--- src/rtl/keypad_entry_ctrl.sv ---
// keypad_entry_ctrl
//   Takes the keypad scanner's per-frame key report, debounces each press and release,
//   and turns the accepted keys into decimal number entry for the game core.
//   Digits 0-9 append to the entry, E is backspace, F submits the entry, A-D emit a
//   one-cycle command pulse.
//
// Ports
//   clk          clock
//   rst_n        asynchronous active-low reset
//   key_valid    scanner reports a key down
//   key_code     code of the key that is down (0-F)
//   clear        one-cycle pulse: empty the entry being typed
//   entry_value  number currently being typed (live display)
//   digit_count  number of digits in entry_value
//   num_valid    a completed number is waiting for the consumer
//   num_value    the completed number, stable while num_valid is high
//   num_ready    consumer accepts num_value on this edge
//   cmd_valid    one-cycle pulse for keys A-D
//   cmd_code     A=0 .. D=3, holds the last command
//   err          one-cycle pulse when an accepted key is rejected
module keypad_entry_ctrl #(
  parameter int DEBOUNCE_CYCLES = 20000,
  parameter int MAX_DIGITS      = 3,
  parameter int VAL_W           = 10
) (
  input  logic             clk,
  input  logic             rst_n,
  input  logic             key_valid,
  input  logic [3:0]       key_code,
  input  logic             clear,
  output logic [VAL_W-1:0] entry_value,
  output logic [2:0]       digit_count,
  output logic             num_valid,
  output logic [VAL_W-1:0] num_value,
  input  logic             num_ready,
  output logic             cmd_valid,
  output logic [1:0]       cmd_code,
  output logic             err
);

  localparam int CNT_W  = $clog2(DEBOUNCE_CYCLES);
  localparam int WIDE_W = VAL_W + 4;
  localparam logic [CNT_W-1:0] CNT_LAST  = CNT_W'(DEBOUNCE_CYCLES - 1);
  localparam logic [2:0]       MAX_CNT   = 3'(MAX_DIGITS);

  typedef enum logic [1:0] {IDLE, DEBOUNCE, HELD, RELEASE} state_e;

  state_e           state_q, state_d;
  logic [CNT_W-1:0] cnt_q, cnt_d;
  logic [3:0]       cand_q, cand_d;
  logic             accept;

  logic [VAL_W-1:0] entry_q, entry_d;
  logic [2:0]       count_q, count_d;
  logic             num_valid_q, num_valid_d;
  logic [VAL_W-1:0] num_value_q, num_value_d;
  logic             cmd_valid_q, cmd_valid_d;
  logic [1:0]       cmd_code_q, cmd_code_d;
  logic             err_q, err_d;

  logic [WIDE_W-1:0] times10_plus;
  logic [WIDE_W-1:0] div10;
  logic              key_is_cmd;
  logic              entry_act;

  // ---------------- debounce FSM ----------------
  always_ff @(posedge clk or negedge rst_n) begin
    if (!rst_n) begin
      state_q <= IDLE;
      cnt_q   <= '0;
      cand_q  <= '0;
    end else begin
      state_q <= state_d;
      cnt_q   <= cnt_d;
      cand_q  <= cand_d;
    end
  end

  always_comb begin
    state_d = state_q;
    cnt_d   = cnt_q;
    cand_d  = cand_q;
    accept  = 1'b0;
    case (state_q)
      IDLE: begin
        if (key_valid) begin
          cand_d  = key_code;
          cnt_d   = '0;
          state_d = DEBOUNCE;
        end
      end
      DEBOUNCE: begin
        if (key_valid && key_code == cand_q) begin
          // The match on the last count is the accept: the action lands on this edge.
          if (cnt_q == CNT_LAST) begin
            accept  = 1'b1;
            state_d = HELD;
          end else begin
            cnt_d = cnt_q + CNT_W'(1);
          end
        end else begin
          state_d = IDLE;
        end
      end
      HELD: begin
        if (!key_valid) begin
          cnt_d   = '0;
          state_d = RELEASE;
        end
      end
      RELEASE: begin
        // A key reappearing during release is treated as bounce of the same press.
        if (key_valid) begin
          state_d = HELD;
        end else if (cnt_q == CNT_LAST) begin
          state_d = IDLE;
        end else begin
          cnt_d = cnt_q + CNT_W'(1);
        end
      end
      default: state_d = IDLE;
    endcase
  end

  // ---------------- entry datapath ----------------
  assign times10_plus = WIDE_W'(entry_q) * WIDE_W'(10) + WIDE_W'(cand_q);
  assign div10        = WIDE_W'(entry_q) / WIDE_W'(10);
  assign key_is_cmd   = (cand_q >= 4'hA) && (cand_q <= 4'hD);
  // clear overrides digit/E/F actions completely (including their err), but not commands.
  assign entry_act    = accept && !clear && !key_is_cmd;

  always_comb begin
    entry_d     = entry_q;
    count_d     = count_q;
    num_valid_d = num_valid_q && !num_ready;
    num_value_d = num_value_q;
    cmd_valid_d = 1'b0;
    cmd_code_d  = cmd_code_q;
    err_d       = 1'b0;

    if (entry_act) begin
      if (cand_q <= 4'd9) begin
        if (count_q < MAX_CNT) begin
          entry_d = VAL_W'(times10_plus);
          count_d = count_q + 3'd1;
        end else begin
          err_d = 1'b1;
        end
      end else if (cand_q == 4'hE) begin
        if (count_q != 3'd0) begin
          entry_d = VAL_W'(div10);
          count_d = count_q - 3'd1;
        end
      end else begin
        // Enter: an empty entry or a still-unaccepted previous number is an error.
        // With num_ready high the old number completes on this edge and the new one loads.
        if (count_q == 3'd0) begin
          err_d = 1'b1;
        end else if (num_valid_q && !num_ready) begin
          err_d = 1'b1;
        end else begin
          num_value_d = entry_q;
          num_valid_d = 1'b1;
          entry_d     = '0;
          count_d     = 3'd0;
        end
      end
    end

    if (accept && key_is_cmd) begin
      cmd_valid_d = 1'b1;
      cmd_code_d  = cand_q[1:0] - 2'd2;  // A(..10)->0, B->1, C->2, D->3
    end

    if (clear) begin
      entry_d = '0;
      count_d = 3'd0;
    end
  end

  always_ff @(posedge clk or negedge rst_n) begin
    if (!rst_n) begin
      entry_q     <= '0;
      count_q     <= 3'd0;
      num_valid_q <= 1'b0;
      num_value_q <= '0;
      cmd_valid_q <= 1'b0;
      cmd_code_q  <= 2'd0;
      err_q       <= 1'b0;
    end else begin
      entry_q     <= entry_d;
      count_q     <= count_d;
      num_valid_q <= num_valid_d;
      num_value_q <= num_value_d;
      cmd_valid_q <= cmd_valid_d;
      cmd_code_q  <= cmd_code_d;
      err_q       <= err_d;
    end
  end

  assign entry_value = entry_q;
  assign digit_count = count_q;
  assign num_valid   = num_valid_q;
  assign num_value   = num_value_q;
  assign cmd_valid   = cmd_valid_q;
  assign cmd_code    = cmd_code_q;
  assign err         = err_q;

endmodule

--- config.mk ---
export PLATFORM = sky130hd
export DESIGN_NAME = keypad_entry_ctrl
export DESIGN_NICKNAME = d
export VERILOG_FILES = /design/src/rtl/keypad_entry_ctrl.sv
export SDC_FILE = /design/constraint.sdc
export NUM_CORES = 1
export LEC_CHECK = 0
export ABC_AREA = 1
export BUFFER_PORTS_ARGS = -buffer_cell sky130_fd_sc_hd__buf_2
export CAP_MARGIN = 5
export CORE_MARGIN = 10
export CORE_UTILIZATION = 45
export CTS_CLUSTER_DIAMETER = 50
export DETAILED_ROUTE_END_ITERATION = 8
export PLACE_DENSITY = 0.76
export SLEW_MARGIN = 20
export SYNTH_ARGS = -nofsm -noshare
export SYNTH_HDL_FRONTEND = slang
export SYNTH_SLANG_ARGS = --single-unit
--- constraint.sdc ---
create_clock -name clk -period 2.5 [get_ports clk]
set_input_delay 0.125 -clock clk [delete_from_list [all_inputs] [get_ports clk]]
set_output_delay 0.125 -clock clk [all_outputs]
set_load 0.02 [all_outputs]
Yosys cells after proc, flatten, opt, wreduce, memory -nomap -nowiden

Index checks and enable logic that the tools add are counted.

Reduce and logical (&&, ||, !) cells: 18
$mul: 1
$lt $le $gt $ge: 4
Bitwise gates (word level): 4
Add/subtract/negate cells: 5
Multiplexer cells: 43
Divide/modulo/power cells: 1
Eq/ne operators: 16

Operators with widths:

| cell                                                                     | number |
|---|---|
| 10-bit 2-to-1 mux                                                        | 8 |
| 15-bit 2-to-1 mux                                                        | 5 |
| 15-bit one-hot mux with 4 select lines                                   | 1 |
| 3-bit 2-to-1 mux                                                         | 8 |
| 15-bit by 1-bit adder with 15-bit output (second input constant)         | 1 |
| 15-bit == test (second input constant)                                   | 1 |
| 10-bit by 4-bit divider with 14-bit output (second input constant)       | 1 |
| 1-bit 2-to-1 mux                                                         | 14 |
| 2-bit 2-to-1 mux                                                         | 6 |
| 10-bit by 4-bit adder with 10-bit output                                 | 1 |
| 10-bit by 3-bit multiplier with 9-bit output (second input constant)     | 1 |
| 5-bit AND reduction                                                      | 2 |
| 4-bit <= comparator (second input constant)                              | 2 |
| 2-bit inequality test (second input constant)                            | 4 |
| 2-bit one-hot mux with 4 select lines                                    | 1 |
| 4-bit AND reduction                                                      | 2 |
| 1-bit logical AND                                                        | 6 |
| 3-bit inequality test (second input constant)                            | 2 |
| 2-bit == test (second input constant)                                    | 2 |
| 4-bit == test                                                            | 1 |
| 4-bit == test (second input constant)                                    | 1 |
| 4-bit >= comparator (second input constant)                              | 1 |
| 4-bit by 2-bit inequality test with 1-bit output (second input constant) | 1 |
| 4-bit by 3-bit inequality test with 1-bit output (second input constant) | 1 |
| 14 further kinds                                                         | 19 |

Output and inout bits: 28
Input port bits: 9
Register bits after elaboration: 49
Logic and storage cells: 102

Logic depth before layout (Yosys ltp)

Word-level depth: 8
Depth in mapped cells: 31
Mapped depth without buffers: 30

Least setup slack after synthesis

Ideal clock, no wire load.

Kind: flip-flop to flip-flop
Start point: register entry_q[9], in the netlist entry_value[9]
End point: register entry_q[0], in the netlist entry_value[0]
Cell stages (with the launch flop): 31
Path slack: -0.076 ns
Arrival: 2.502 ns
Data required time: 2.427 ns
Period minus slack after synthesis: 2.576 ns
Setup time: 0.073 ns
Path buffers: 1
Cell sequence: dfrtp_1 buf_4 inv_1 nand3_1 nand3_1 nand2_2 nand2_2 nand2_1 nand2_2 inv_2 nand2_4 nand2_4 nand2_2 nand2_2 nand2_1 nand2_2 a21oi_4 nand2_2 nand2_2 nand2_2 nand2_2 inv_2 nand2_4 nand2_4 nand2_1 nand2_1 inv_1 nand2_1 nand2_1 nand2_1 a21oi_2

Word-level cells in the longest chain between the ends: 6

Ends and longest elaborated chain:

| what                                       | line | source |
|---|---|---|
| from (decl)                                | 53   | `logic [VAL_W-1:0] entry_q, entry_d;` |
| from (signal assigned)                     | 191  | `entry_q <= entry_d;` |
| 10-bit by 4-bit divider with 14-bit output | 127  | `assign div10 = WIDE_W'(entry_q) / WIDE_W'(10);` |
| 10-bit 2-to-1 mux                          | 150  | `if (count_q != 3'd0) begin` |
| 10-bit 2-to-1 mux                          | 149  | `end else if (cand_q == 4'hE) begin` |
| 10-bit 2-to-1 mux                          | 142  | `if (cand_q <= 4'd9) begin` |
| 10-bit 2-to-1 mux                          | 141  | `if (entry_act) begin` |
| 10-bit 2-to-1 mux                          | 175  | `if (clear) begin` |

No other way between the ends. The select of a mux whose other input is x is not followed.
A chain may end at the register's enable or synchronous reset.

Worst setup path after layout

Start point: register entry_q[9], in the netlist entry_value[9]
End point: register entry_q[1], in the netlist entry_value[1]

Same word-level chain as after synthesis.

==> qor.tcl <==
set qor(status) {finished with violations}
set qor(violated_checks) {setup timing}
set qor(netlist_area_um2) 3420
set qor(vdd_ir_drop_max_v) 0.000273
set qor(placement_rows) 31
set qor(hold_slack_ns) 0.0298
set qor(dp.final_hpwl_mm) 6.74
set qor(syn-instance-count) 460
set qor(floorplan.core_area_um2) 7330
set qor(worst_path_dominant_cell_family) {simple AND/OR/NAND/NOR gates}
set qor(power_per_cell_area_nw_per_um2) 411
set qor(leakage_nw) 2.48
set qor(ant_nets) 0
set qor(synth_simple_gate_area_share_pct) 31.3
set qor(synth_cell_type_count) 35
set qor(worst_min_delay_path_class) {input pin to register}
set qor(ctsHtreeMaxLevel) 2
set qor(die-width_um) 107
set qor(antenna_cells_inserted) 0
set qor(design.die.area_um2) 11500
set qor(ctsLongestPathBuffers) 2
set qor(wire_per_inst_um) 14.3
set qor(main_area_contributors_after_synthesis) {sky130_fd_sc_hd__dfrtp_1, sky130_fd_sc_hd__nand2_1, sky130_fd_sc_hd__inv_1}
set qor(layout-drive-gt1-share_pct) 36.1
set qor(grt_first_pass_wirelength_mm) 15.2
set qor(cap_viol_max_count) 0
set qor(proportion_of_netlist_area_held_by_the_largest_area_contributor_pct) 35.9
set qor(final-max-slew-violation-count) 0
set qor(yosysSeqAreaShare_pct) 35.9
set qor(synth_top_family_by_area) {simple AND/OR/NAND/NOR gates}
set qor(clock_latency_ns) 0.32
set qor(avgViaCountPerCell) 5.29
set qor(tritoncts.num_buffers) 5
set qor(muxShareOfSynthArea_pct) 0.329
set qor(endpoint_kind) {register}
set qor(cts_tree) {yes}
set qor(grtUsageTotal_pct) 15.6
set qor(fillers) 602
set qor(worst_path_max_delay_cell) {sky130_fd_sc_hd__dfrtp_2}
set qor(utilization_pct) 63.4
set qor(yosysWarningCount) 0
set qor(crit_type) {register to register}
set qor(antenna_found_initial) 0
set qor(grt_setup_unrepaired) {yes}
set qor(die_y_um) 107
set qor(clkSlewWorstSetupHoldPaths_ns) 0.10
set qor(synth-edff-count) 0
set qor(finalWeightedCongestion) 0.874
set qor(worst-slew-pin-transition_ns) 0.962
set qor(endpoint_arrival_time_on_the_critical_path_ns) 2.97
set qor(critical_path.max_fanout) 6
set qor(synth_fp_nets) 489
set qor(drt-initial-drc-count) 246
set qor(yosys.area_share.xor_xnor_pct) 3.07
set qor(fin_crit_sh_pct) 110
set qor(drc) 0
set qor(slowest_delay_ns) 0.48
set qor(fmax_ghz) 0.364
set qor(area_growth_syn_to_layout_pct) 36.1
set qor(worst_ep_required_time_ns) 2.72
set qor(vias) 3546
set qor(ys.flop_type) {sky130_fd_sc_hd__dfrtp_1}
set qor(total_congestion_overflow) 0
set qor(yosys.area_share.adder_pct) 7.76
set qor(grt_max_degree) 43
set qor(worstPathCellList) {buf_6 > a21oi_4 > buf_4 > nand3_1 > nand2_2 > inv_4 > nand3_1 > nand2_2 > inv_4 > nand2_4 > a21oi_4 > nand2_4 > nand2_2 > nand3_1 > nand2_1 > inv_2 > nand2_4 > buf_4 > nor2_1 > o32ai_1}
set qor(synth.avg_cell_area_um2) 7.43
set qor(numPortBuffers) 36
set qor(first_pass_iters) 5
set qor(floorplan.initialDensity_pct) 46.6
set qor(synth-async-reset-ratio_pct) 100
set qor(clock_skew_ns) 0.0177
set qor(ios) 37
set qor(drt_wl_total_mm) 9.56
set qor(crit_path_start) {entry_value[9]}
set qor(worstSetupStartpointType) {register}
set qor(final_hold_viol_count) 0
set qor(cts_sinks) 49
set qor(num-nets-final) 599
set qor(cts-root-buf) {sky130_fd_sc_hd__clkbuf_8}
set qor(postLayoutSetupSlackWorst_ns) -0.245
set qor(synth-compound-area-share_pct) 12.7
set qor(finalSetupViolations) 4
set qor(yosys.area.top_type) {sky130_fd_sc_hd__dfrtp_1}
set qor(first_global_vias) 3404
set qor(slew-limit-headroom_pct) 35.8
set qor(path_buf_inv) 6
set qor(final_period_minus_worst_setup_slack_ns) 2.75
set qor(worstReg2RegStart) {entry_value[9]}
set qor(timing.hold.worst.start) {num_ready}
set qor(synth.ff_latch_count) 49
## Yosys cell counts, types with 2 or more instances
| cell type | n |
|---|---|
| sky130_fd_sc_hd__a21oi_1 | 21 |
| sky130_fd_sc_hd__a21oi_2 | 2 |
| sky130_fd_sc_hd__a21oi_4 | 2 |
| sky130_fd_sc_hd__clkbuf_1 | 4 |
| sky130_fd_sc_hd__dfrtp_1 | 49 |
| sky130_fd_sc_hd__fa_1 | 2 |
| sky130_fd_sc_hd__ha_1 | 18 |
| sky130_fd_sc_hd__inv_1 | 66 |
| sky130_fd_sc_hd__inv_2 | 10 |
| sky130_fd_sc_hd__nand2_1 | 91 |
| sky130_fd_sc_hd__nand2_2 | 13 |
| sky130_fd_sc_hd__nand2_4 | 4 |
| sky130_fd_sc_hd__nand3_1 | 35 |
| sky130_fd_sc_hd__nand3_2 | 4 |
| sky130_fd_sc_hd__nand4_1 | 13 |
| sky130_fd_sc_hd__nor2_1 | 38 |
| sky130_fd_sc_hd__nor3_1 | 10 |
| sky130_fd_sc_hd__nor3_2 | 2 |
| sky130_fd_sc_hd__nor3b_1 | 2 |
| sky130_fd_sc_hd__nor4_1 | 6 |
| sky130_fd_sc_hd__o21ai_0 | 32 |
| sky130_fd_sc_hd__o22ai_1 | 5 |
| sky130_fd_sc_hd__o32ai_1 | 6 |
| sky130_fd_sc_hd__or2_2 | 4 |
| sky130_fd_sc_hd__xnor2_1 | 6 |
| sky130_fd_sc_hd__xor2_1 | 6 |
## power breakdown
part	total (mW)	internal, mW	switching [mW]
sequential	0.841	0.819	0.0220
combinational	0.387	0.156	0.231
clock	0.681	0.398	0.283
## cells in the final DEF, fill, tap and decap left out, types with 3 or more instances in the layout
cell and instances:
sky130_fd_sc_hd__a21oi_1 19, sky130_fd_sc_hd__a21oi_2 3, sky130_fd_sc_hd__a21oi_4 3, sky130_fd_sc_hd__buf_2 36
sky130_fd_sc_hd__buf_4 70, sky130_fd_sc_hd__clkbuf_8 5, sky130_fd_sc_hd__dfrtp_1 45, sky130_fd_sc_hd__dfrtp_2 4
sky130_fd_sc_hd__ha_1 17, sky130_fd_sc_hd__inv_1 64, sky130_fd_sc_hd__inv_2 9, sky130_fd_sc_hd__inv_4 3
sky130_fd_sc_hd__nand2_1 77, sky130_fd_sc_hd__nand2_2 19, sky130_fd_sc_hd__nand2_4 12, sky130_fd_sc_hd__nand3_1 23
sky130_fd_sc_hd__nand3_2 15, sky130_fd_sc_hd__nand4_1 13, sky130_fd_sc_hd__nor2_1 37, sky130_fd_sc_hd__nor3_1 4
sky130_fd_sc_hd__nor3_2 5, sky130_fd_sc_hd__nor3_4 3, sky130_fd_sc_hd__nor4_1 5, sky130_fd_sc_hd__o21ai_0 29
sky130_fd_sc_hd__o22ai_1 5, sky130_fd_sc_hd__o32ai_1 6, sky130_fd_sc_hd__or2_2 4, sky130_fd_sc_hd__xnor2_1 6
sky130_fd_sc_hd__xor2_1 6
## metal layers
metal	wire (um)	GRT usage [%]
met5	0	0
met4	101	4.64
met3	433	2.40
met2	4800	26.8
met1	4220	19.7
## metrics by stage
step	setup WS, ns	instance area [um2]	cells	TNS [ns]	total power [mW]
after detailed placement	-0.248	4080	640	-0.617	1.19
final	-0.245	4650	670	-0.927	1.91
after global placement	-0.0643	4080	640	-0.0858	1.18
after global routing	-0.437	4650	670	-2.94	2.00
after CTS	-0.203	4280	655	-0.379	1.88
after floorplan	-0.0353	3420	460	-0.0353	1.06
## timing repair
action                                  in CTS  in global routing
hold endpoints to repair                    41                  0
hold buffers                                 1                  0
pin swaps                                    0                 26
setup buffers                                6                 17
endpoints found under the setup margin       4                 16
gates resized for setup                      5                 66
## layout make-up
type,count,area [um2],area share (%)
sequential,49,1230,26.5
inverter,76,293,6.30
clock inverter,3,65.1,1.40
timing repair buffer,108,727,15.6
clock buffer,5,68.8,1.48
tap,99,124,2.66
multi-input combinational,330,2140,46.1
## registers in the layout, indices dropped and copies added, names as in the netlist
name	flops
num_value	10
cnt_q	15
num_valid	1
cmd_valid	1
entry_value	10
cmd_code	2
cand_q	4
state_q	2
err	1
digit_count	3
## kinds of logic after synthesis
group	after synthesis
multiplexers	1
buffers and inverters	81
XOR/XNOR	12
adder cells (fa/ha/maj)	20
AND/OR/NAND/NOR	224
flip-flops	49
AO/OA/AOI/OAI	73
## final timing paths
| kind | slack, ns | cells after the start | endpoint |
|---|---|---|---|
| max in group asynchronous | 1.32 | 3 | cnt_q[3] |
| min reg2reg | 0.49 | 2 | num_value[6] |
| max | -0.25 | 20 | entry_value[1] |
| max reg2reg | -0.25 | 20 | entry_value[1] |
| min in group asynchronous | 0.50 | 2 | num_value[3] |
| min | 0.03 | 2 | num_valid |
## worst reg2reg max path: cells and delay by family, from the launching register on
kind                   cells  cell delay [ns]
AND/OR/NAND/NOR           11             0.96
AO/OA/AOI/OAI              3             0.62
buffers and inverters      6             0.61
flip-flops                 1             0.48
No activity file was read; power rests on OpenSTA's default activity.
